===== src/rtl/addr_pkg.sv =====
// Shared types and widths for the SRAM address loader.
package addr_pkg;

   typedef enum logic [1:0] {
      IDLE,
      SHIFT,
      COMMIT
   } state_t;

   localparam int DEF_ADDR_WIDTH = 21;
   localparam int DEF_TIMEOUT    = 255;
   localparam int BIT_CNT_W      = $clog2(DEF_ADDR_WIDTH + 1);
   localparam int IDLE_CNT_W     = $clog2(DEF_TIMEOUT + 1);

endpackage


===== src/rtl/sync_edge.sv =====
// Multi-flop synchronizer for an asynchronous level, with single-cycle
// rise/fall pulses derived from the synchronized value.
module sync_edge #(
   parameter int SYNC_STAGES = 2
) (
   input  logic clk,
   input  logic rst_n,
   input  logic din,
   output logic rise,
   output logic fall
);

   logic [SYNC_STAGES-1:0] sync_p0;
   logic                   prev_p1;

   always_ff @(posedge clk or negedge rst_n) begin
      if (!rst_n) begin
         sync_p0 <= '0;
         prev_p1 <= 1'b0;
      end else begin
         sync_p0 <= {sync_p0[SYNC_STAGES-2:0], din};
         prev_p1 <= sync_p0[SYNC_STAGES-1];
      end
   end

   assign rise = sync_p0[SYNC_STAGES-1] & ~prev_p1;
   assign fall = ~sync_p0[SYNC_STAGES-1] & prev_p1;

endmodule


===== src/rtl/addr_loader.sv =====
// Serial SRAM address loader with counter increments.
// Define ADDR_AUTOINC_EN to also increment on each access_done pulse.
module addr_loader
   import addr_pkg::*;
#(
   parameter int ADDR_WIDTH  = DEF_ADDR_WIDTH,
   parameter int SYNC_STAGES = 2,
   parameter int TIMEOUT     = DEF_TIMEOUT
) (
   input  logic                  avr_clk,
   input  logic                  avr_reset_n,
   input  logic                  avr_si,
   input  logic                  avr_sreg_en,
   input  logic                  avr_counter,
   input  logic                  access_done,
   output logic [ADDR_WIDTH-1:0] sram_addr,
   output logic                  addr_valid,
   output logic                  busy
);

   state_t                  state, state_nxt;
   logic [SYNC_STAGES-1:0]  si_sync_p0;
   logic                    si_sync;
   logic                    strobe_rise, strobe_fall;
   logic                    cnt_rise, cnt_fall;
   logic                    inc_p1;
   logic                    inc_req;
   logic [ADDR_WIDTH-1:0]   shreg;
   logic [BIT_CNT_W-1:0]    bit_cnt;
   logic [IDLE_CNT_W-1:0]   idle_cnt;
   logic                    shift_en, commit, abort, idle_tick;

   sync_edge #(.SYNC_STAGES(SYNC_STAGES)) u_strobe_sync (
      .clk   (avr_clk),
      .rst_n (avr_reset_n),
      .din   (avr_sreg_en),
      .rise  (strobe_rise),
      .fall  (strobe_fall)
   );

   sync_edge #(.SYNC_STAGES(SYNC_STAGES)) u_counter_sync (
      .clk   (avr_clk),
      .rst_n (avr_reset_n),
      .din   (avr_counter),
      .rise  (cnt_rise),
      .fall  (cnt_fall)
   );

   assign si_sync = si_sync_p0[SYNC_STAGES-1];

`ifdef ADDR_AUTOINC_EN
   assign inc_req = inc_p1 | access_done;
   logic unused_ok;
   assign unused_ok = &{1'b0, strobe_fall, cnt_rise};
`else
   assign inc_req = inc_p1;
   logic unused_ok;
   assign unused_ok = &{1'b0, strobe_fall, cnt_rise, access_done};
`endif

   always_ff @(posedge avr_clk or negedge avr_reset_n) begin
      if (!avr_reset_n) state <= IDLE;
      else              state <= state_nxt;
   end

   always_comb begin
      state_nxt = state;
      shift_en  = 1'b0;
      commit    = 1'b0;
      abort     = 1'b0;
      idle_tick = 1'b0;
      case (state)
         IDLE: begin
            if (strobe_rise) begin
               shift_en  = 1'b1;
               state_nxt = SHIFT;
            end
         end
         SHIFT: begin
            if (strobe_rise) begin
               shift_en = 1'b1;
               if (bit_cnt == BIT_CNT_W'(ADDR_WIDTH - 1)) state_nxt = COMMIT;
            end else if (idle_cnt == IDLE_CNT_W'(TIMEOUT - 1)) begin
               abort     = 1'b1;
               state_nxt = IDLE;
            end else begin
               idle_tick = 1'b1;
            end
         end
         COMMIT: begin
            commit    = 1'b1;
            state_nxt = IDLE;
         end
         default: state_nxt = IDLE;
      endcase
   end

   // Stage p0: si synchronizer; stage p1: increment request delayed to line up with commit.
   always_ff @(posedge avr_clk or negedge avr_reset_n) begin
      if (!avr_reset_n) begin
         si_sync_p0 <= '0;
         inc_p1     <= 1'b0;
         shreg      <= '0;
         bit_cnt    <= '0;
         idle_cnt   <= '0;
         sram_addr  <= '0;
         addr_valid <= 1'b0;
      end else begin
         si_sync_p0 <= {si_sync_p0[SYNC_STAGES-2:0], avr_si};
         inc_p1     <= cnt_fall;

         if (shift_en) begin
            shreg    <= {shreg[ADDR_WIDTH-2:0], si_sync};
            bit_cnt  <= bit_cnt + BIT_CNT_W'(1);
            idle_cnt <= '0;
         end else if (idle_tick) begin
            idle_cnt <= idle_cnt + IDLE_CNT_W'(1);
         end

         if (abort) begin
            shreg    <= '0;
            bit_cnt  <= '0;
            idle_cnt <= '0;
         end

         // A commit overrides any increment landing in the same cycle.
         if (commit) begin
            sram_addr  <= shreg;
            addr_valid <= 1'b1;
            bit_cnt    <= '0;
            idle_cnt   <= '0;
         end else if (inc_req) begin
            sram_addr  <= sram_addr + ADDR_WIDTH'(1);
         end
      end
   end

   assign busy = (state != IDLE);

endmodule


===== config.mk =====
export PLATFORM = sky130hd
export DESIGN_NAME = addr_loader
export DESIGN_NICKNAME = d
export VERILOG_FILES = /design/src/rtl/addr_pkg.sv /design/src/rtl/sync_edge.sv /design/src/rtl/addr_loader.sv
export SDC_FILE = /design/constraint.sdc
export NUM_CORES = 1
export LEC_CHECK = 0
export CAP_MARGIN = 20
export CORE_MARGIN = 5
export CORE_UTILIZATION = 35
export DETAILED_ROUTE_END_ITERATION = 12
export SYNTH_ARGS = -nofsm -noshare
export SYNTH_HDL_FRONTEND = slang
export SYNTH_SLANG_ARGS = --single-unit
export TNS_END_PERCENT = 10

===== constraint.sdc =====
create_clock -name avr_clk -period 1.8 [get_ports avr_clk]
set_input_delay 0.36 -clock avr_clk [delete_from_list [all_inputs] [get_ports avr_clk]]
set_output_delay 0.36 -clock avr_clk [all_outputs]
set_load 0.01 [all_outputs]

---- Yosys cells after proc, flatten, opt, wreduce, memory -nomap -nowiden ----
Index checks and enable logic that the tools add are counted.
W data, S select, Z words.
operators by class
  add/subtract/negate cells ............... 3
  multipliers ............................. 0
  div/mod/pow operators ................... 0
  order comparisons ....................... 0
  equal/unequal tests ..................... 7
  shifts and indexed selects .............. 0
  mux-type cells .......................... 25
  bitwise logic cells ..................... 4
  reduce and logical (&&, ||, !) cells .... 8
operator list
  cell                     count
  $mux W21                 4
  $mux W8                  4
  $add A21 B1 Y21 const B  1
  $mux W5                  3
  $mux W1                  9
  $add A8 B1 Y8 const B    1
  $eq A8 B8 Y1 const B     1
  $mux W2                  4
  $ne A3 B3 Y1 const B     2
  $reduce_bool A2 Y1       3
  $add A5 B1 Y5 const B    1
  $eq A5 B5 Y1 const B     1
  $pmux W2 S2              1
  $reduce_bool A4 Y1       1
  $reduce_and A3 Y1        1
  $reduce_bool A3 Y1       1
  $and A1 B1 Y1            2
  $eq A2 B1 Y1 const B     1
  $eq A2 B2 Y1 const B     1
  $logic_not A2 Y1         1
  $ne A2 B2 Y1 const B     1
  $not A1 Y1               2
  $reduce_or A2 Y1         1
storage, ports and cells
  bits in registers ....................... 67
  latch bits .............................. 0
  memory bits (writable) .................. 0
  ROM bits ................................ 0
  input port bits ......................... 6
  output and inout port bits .............. 23
  word-level logic and storage cells ...... 59
  memories ................................ 0

---- Depth between registers and ports, before layout ----
  depth after elaboration ................. 8
  gate-level depth with buffers ........... 7
  gate-level depth less buffers ........... 6

---- Modules after synthesis ----
From an unflattened synthesis, not the netlist that was laid out.
second synthesis, totals
  cells, all modules ...................... 308
  area, all modules ....................... 3209.3 µm²
modules (own cells, without submodules)
  module       instances  cells an instance  area an instance (µm²)  sequential area each (µm²)
  addr_loader  1          298                3029.2                  1526.5
  sync_edge    2          5                  90.1                    75.1

---- Worst setup path before layout ----
No wires, ideal clock.
  path kind ............................... reg-to-reg
  from .................................... reg sram_addr[0]
  to ...................................... reg sram_addr[20]
  arrival ................................. 1.796 ns
  setup slack ............................. -0.078 ns
  stages on the path, launching flop included .. 6
  buffers on the path ..................... 0
  cell sequence ........................... dfrtp_1 -> ha_1 -> nand4_2 -> or3_4 -> or4_1 -> a31oi_1
between the ends
  word-level cells in the longest chain between the ends .. 3
ends and longest elaborated chain
  item                    RTL line            source
  from (decl)             addr_loader.sv:16   output logic [ADDR_WIDTH-1:0] sram_addr,
  from (signal assigned)  addr_loader.sv:128  sram_addr <= shreg;
  from (signal assigned)  addr_loader.sv:133  sram_addr <= sram_addr + ADDR_WIDTH'(1);
  $add A21 B1 Y21         addr_loader.sv:133
  $mux W21                addr_loader.sv:132  end else if (inc_req) begin
  $mux W21                addr_loader.sv:127  if (commit) begin
No other way between the ends. The select of a mux whose other input is x is not followed.
A chain may end at the register's enable or synchronous reset.

---- Final worst setup path ----
  from .................................... reg sram_addr[1]
  to ...................................... reg sram_addr[18]
The elaborated chain is that of the path after synthesis.

==> impl_metrics.json <==
{
  "setup_viol": 0,
  "post_drt_wl_per_cell_um": 13.3,
  "busiest_layer": "met2",
  "final_antenna_net_count": 0,
  "fmax_mhz": 578,
  "ys_seq_area_share_pct": 54.0,
  "gp_congestion": 0.761,
  "drive_gt1_share_pct": 13.7,
  "dr_total_vias": 2407,
  "clk_pin_slew_ns": 0.08,
  "clock_skew_ns": 0.0125,
  "grt_pass1_wl_mm": 11.5,
  "cts-buffers-inserted": 9,
  "met1_usage_pct": 16.3,
  "required_ns": 2.07,
  "cts.sinks": 67,
  "start_kind": "flip-flop",
  "ys_ff_latch": 67,
  "register_area_um2": 1680,
  "synth_edf_count": 0,
  "ys_types": 35,
  "portBuffers": 27,
  "yosysTopAreaCellShare_pct": 54.0,
  "worst_hold_slack_ns": 0.0226,
  "cts_tree": "built",
  "report.final.hold_viol_count": 0,
  "rsz0062_at_grt": "no",
  "p_per_area_nw_per_um2": 1080,
  "final_nets": 378,
  "r2r_start": "sram_addr[1]",
  "cp.arrival_ns": 2.00,
  "grt_pass1_vias": 2398,
  "synth.avg_cell_area_um2": 9.44,
  "met3_usage_pct": 4.53,
  "min_path_type": "primary input to asynchronous set/reset pin",
  "track_usage_pct": 12.6,
  "die-area_um2": 10900,
  "critPathKind": "flip-flop to flip-flop",
  "start_util_pct": 35.8,
  "maxCapViolCount": 0,
  "drt-vias-per-instance": 5.01,
  "use_met2_pct": 19.6,
  "synth-async-reset-ratio_pct": 100,
  "ys_warn_count": 0,
  "postCtsSetupBuffers": 0,
  "drcViolationCount": 0,
  "status": "finished clean",
  "synthFlopType": "dfrtp_1",
  "p_leak_uw": 0.00158,
  "grt_max_degree": 68,
  "wl_mm": 6.38,
  "synthTopCellsByArea": "dfrtp_1 (54%), nand2_1 (8.5%), a21oi_1 (5.0%)",
  "chipHeight_um": 104,
  "vdd_drop_max_mv": 0.364,
  "synth_cells": 329,
  "synth_top_cell_by_area": "dfrtp_1",
  "slew_headroom_pct": 73.0,
  "drtIter0Drc": 75,
  "multi_input_area_um2": 1360,
  "areaGrowthSynthToFinish_pct": 23.3,
  "cts_root_buf": "clkbuf_8",
  "drtPass1Iterations": 4,
  "cts_buffer_depth": 2,
  "fillCellCount": 871,
  "syn_area_um2": 3110,
  "grt_overflow": 0,
  "fin_crit_sh_pct": 96.1,
  "ioPinCount": 29,
  "clk_latency_ns": 0.34,
  "placed_area_um2": 3600,
  "tightest_slew_ns": 0.405,
  "report.final.slew_viol_count": 0,
  "row_count": 34,
  "crit_path_start": "sram_addr[1]",
  "htreeDepth": 3,
  "cp_max_fo": 4,
  "antenna_found_initial": 0,
  "endpoint_kind": "flip-flop",
  "diodes": 0,
  "core_um2": 8680,
  "period_minus_slack_ns": 1.73,
  "place.detailed.hpwl_mm": 4.27,
  "final_area_um2": 3830,
  "synth_nets": 340,
  "chipWidth_um": 104
}
-- report_power, final --
group | total [uW] | switching, uW | internal [uW]
registers | 1970 | 235 | 1740
clock network | 1420 | 569 | 849
logic | 760 | 356 | 404
-- kinds of logic (layout without fill, tap and decap cells) --
logic type | count (synthesis) | after routing | share of synthesized area [%]
AND/OR/NAND/NOR | 151 | 151 | 24.2
flip-flops | 67 | 67 | 54.0
AO/OA/AOI/OAI | 66 | 66 | 12.1
buffers and inverters | 23 | 66 | 2.82
XOR/XNOR | 16 | 16 | 4.51
adder cells (fa/ha/maj) | 5 | 5 | 2.01
multiplexers | 1 | 1 | 0.322
-- per-stage QoR --
step	TNS [ns]	power, uW	utilization [%]	cells	setup WS, ns
2_1_floorplan	-0.0816	2400	-	329	-0.0408
3_3_place_gp	0	2760	41.4	464	0.0697
3_5_place_dp	0	2790	41.4	464	0.0510
4_1_cts	0	4220	44.1	480	0.0118
5_1_grt	0	4420	44.1	480	0.00242
6_report	0	4150	44.1	480	0.0701
-- synth_stat cells (2+ instances only) --
cell and count:
or4_1 3, nand3_1 10, xor2_1 3, xnor2_1 13, or3_1 8, or2_2 2, nor2_1 20, inv_1 7
a21bo_2 3, nand4_1 6, a21oi_1 31, nand2b_1 5, o21ai_0 19, o31ai_1 4, nor3_1 5, nor2b_1 5
nor4_1 6, nand3b_1 4, nand2_1 70, clkbuf_1 15, dfrtp_1 67, ha_1 5, a31oi_1 6
-- timing repair --
| item | 4_1_cts | 5_1_grt |
|---|---|---|
| endpoints found under the setup margin | 4 | 11 |
| gates resized for setup | 5 | 4 |
| hold buffers | 0 | 0 |
| pin swaps | 0 | 1 |
-- state kept, by name, indices dropped and copies added, names as in the netlist, 2 cells and up --
register,cells
state,2
si_sync_p0,2
sram_addr,21
idle_cnt,8
u_strobe_sync.sync_p0,2
shreg,21
u_counter_sync.sync_p0,2
bit_cnt,5
-- worst max-delay path: stages (launching register included) --
cell,delay [ns]
dfrtp_1,0.35
ha_2,0.21
nand4_4,0.11
or3_4,0.43
or4_1,0.40
a31oi_1,0.16
-- area by class of cell --
class,count,area share (%)
clock buffers,11,3.95
clock inverters,5,1.96
inverters,7,0.686
multi-input cells,239,35.6
flip-flops and latches,67,43.9
well taps,108,3.53
repair buffers,43,10.4
-- path summary, 6_finish.rpt --
| kind | slack [ns] | endpoint | cells after the start |
|---|---|---|---|
| setup / recovery | 0.07 | sram_addr[18] | 5 |
| hold / removal | 0.02 | sram_addr[11] | 2 |
| setup reg to reg | 0.07 | sram_addr[18] | 5 |
| hold reg to reg | 0.35 | u_counter_sync.sync_p0[1] | 0 |
| max in group asynchronous | 1.46 | state[1] | 2 |
| min in group avr_clk | 0.35 | u_counter_sync.sync_p0[1] | 0 |
-- cell usage in the layout, fill, tap and decap left out, types with 2 or more instances in the layout --
cell,instances
a21bo_2,3
a21oi_1,31
a31oi_1,6
buf_4,15
bufinv_16,2
clkbuf_8,11
clkdlybuf4s50_1,24
clkinv_2,3
dfrtp_1,62
dfrtp_2,5
ha_1,4
inv_1,7
nand2_1,70
nand2b_1,5
nand3_1,10
nand3b_1,4
nand4_1,6
nand4_4,2
nor2_1,19
nor2b_1,5
nor3_1,5
nor4_1,5
nor4_2,2
o21ai_0,19
o31ai_1,4
or2_2,2
or3_1,8
or4_1,3
xnor2_1,13
xor2_1,3
-- per-layer routing --
metal	part of all wire, %	up-vias
met5	0	-
met4	1.5	0
met3	4.6	10
met2	46	41
met1	48	1143
li1	-	1213
Note: power is estimated with default switching activity, not from simulation.
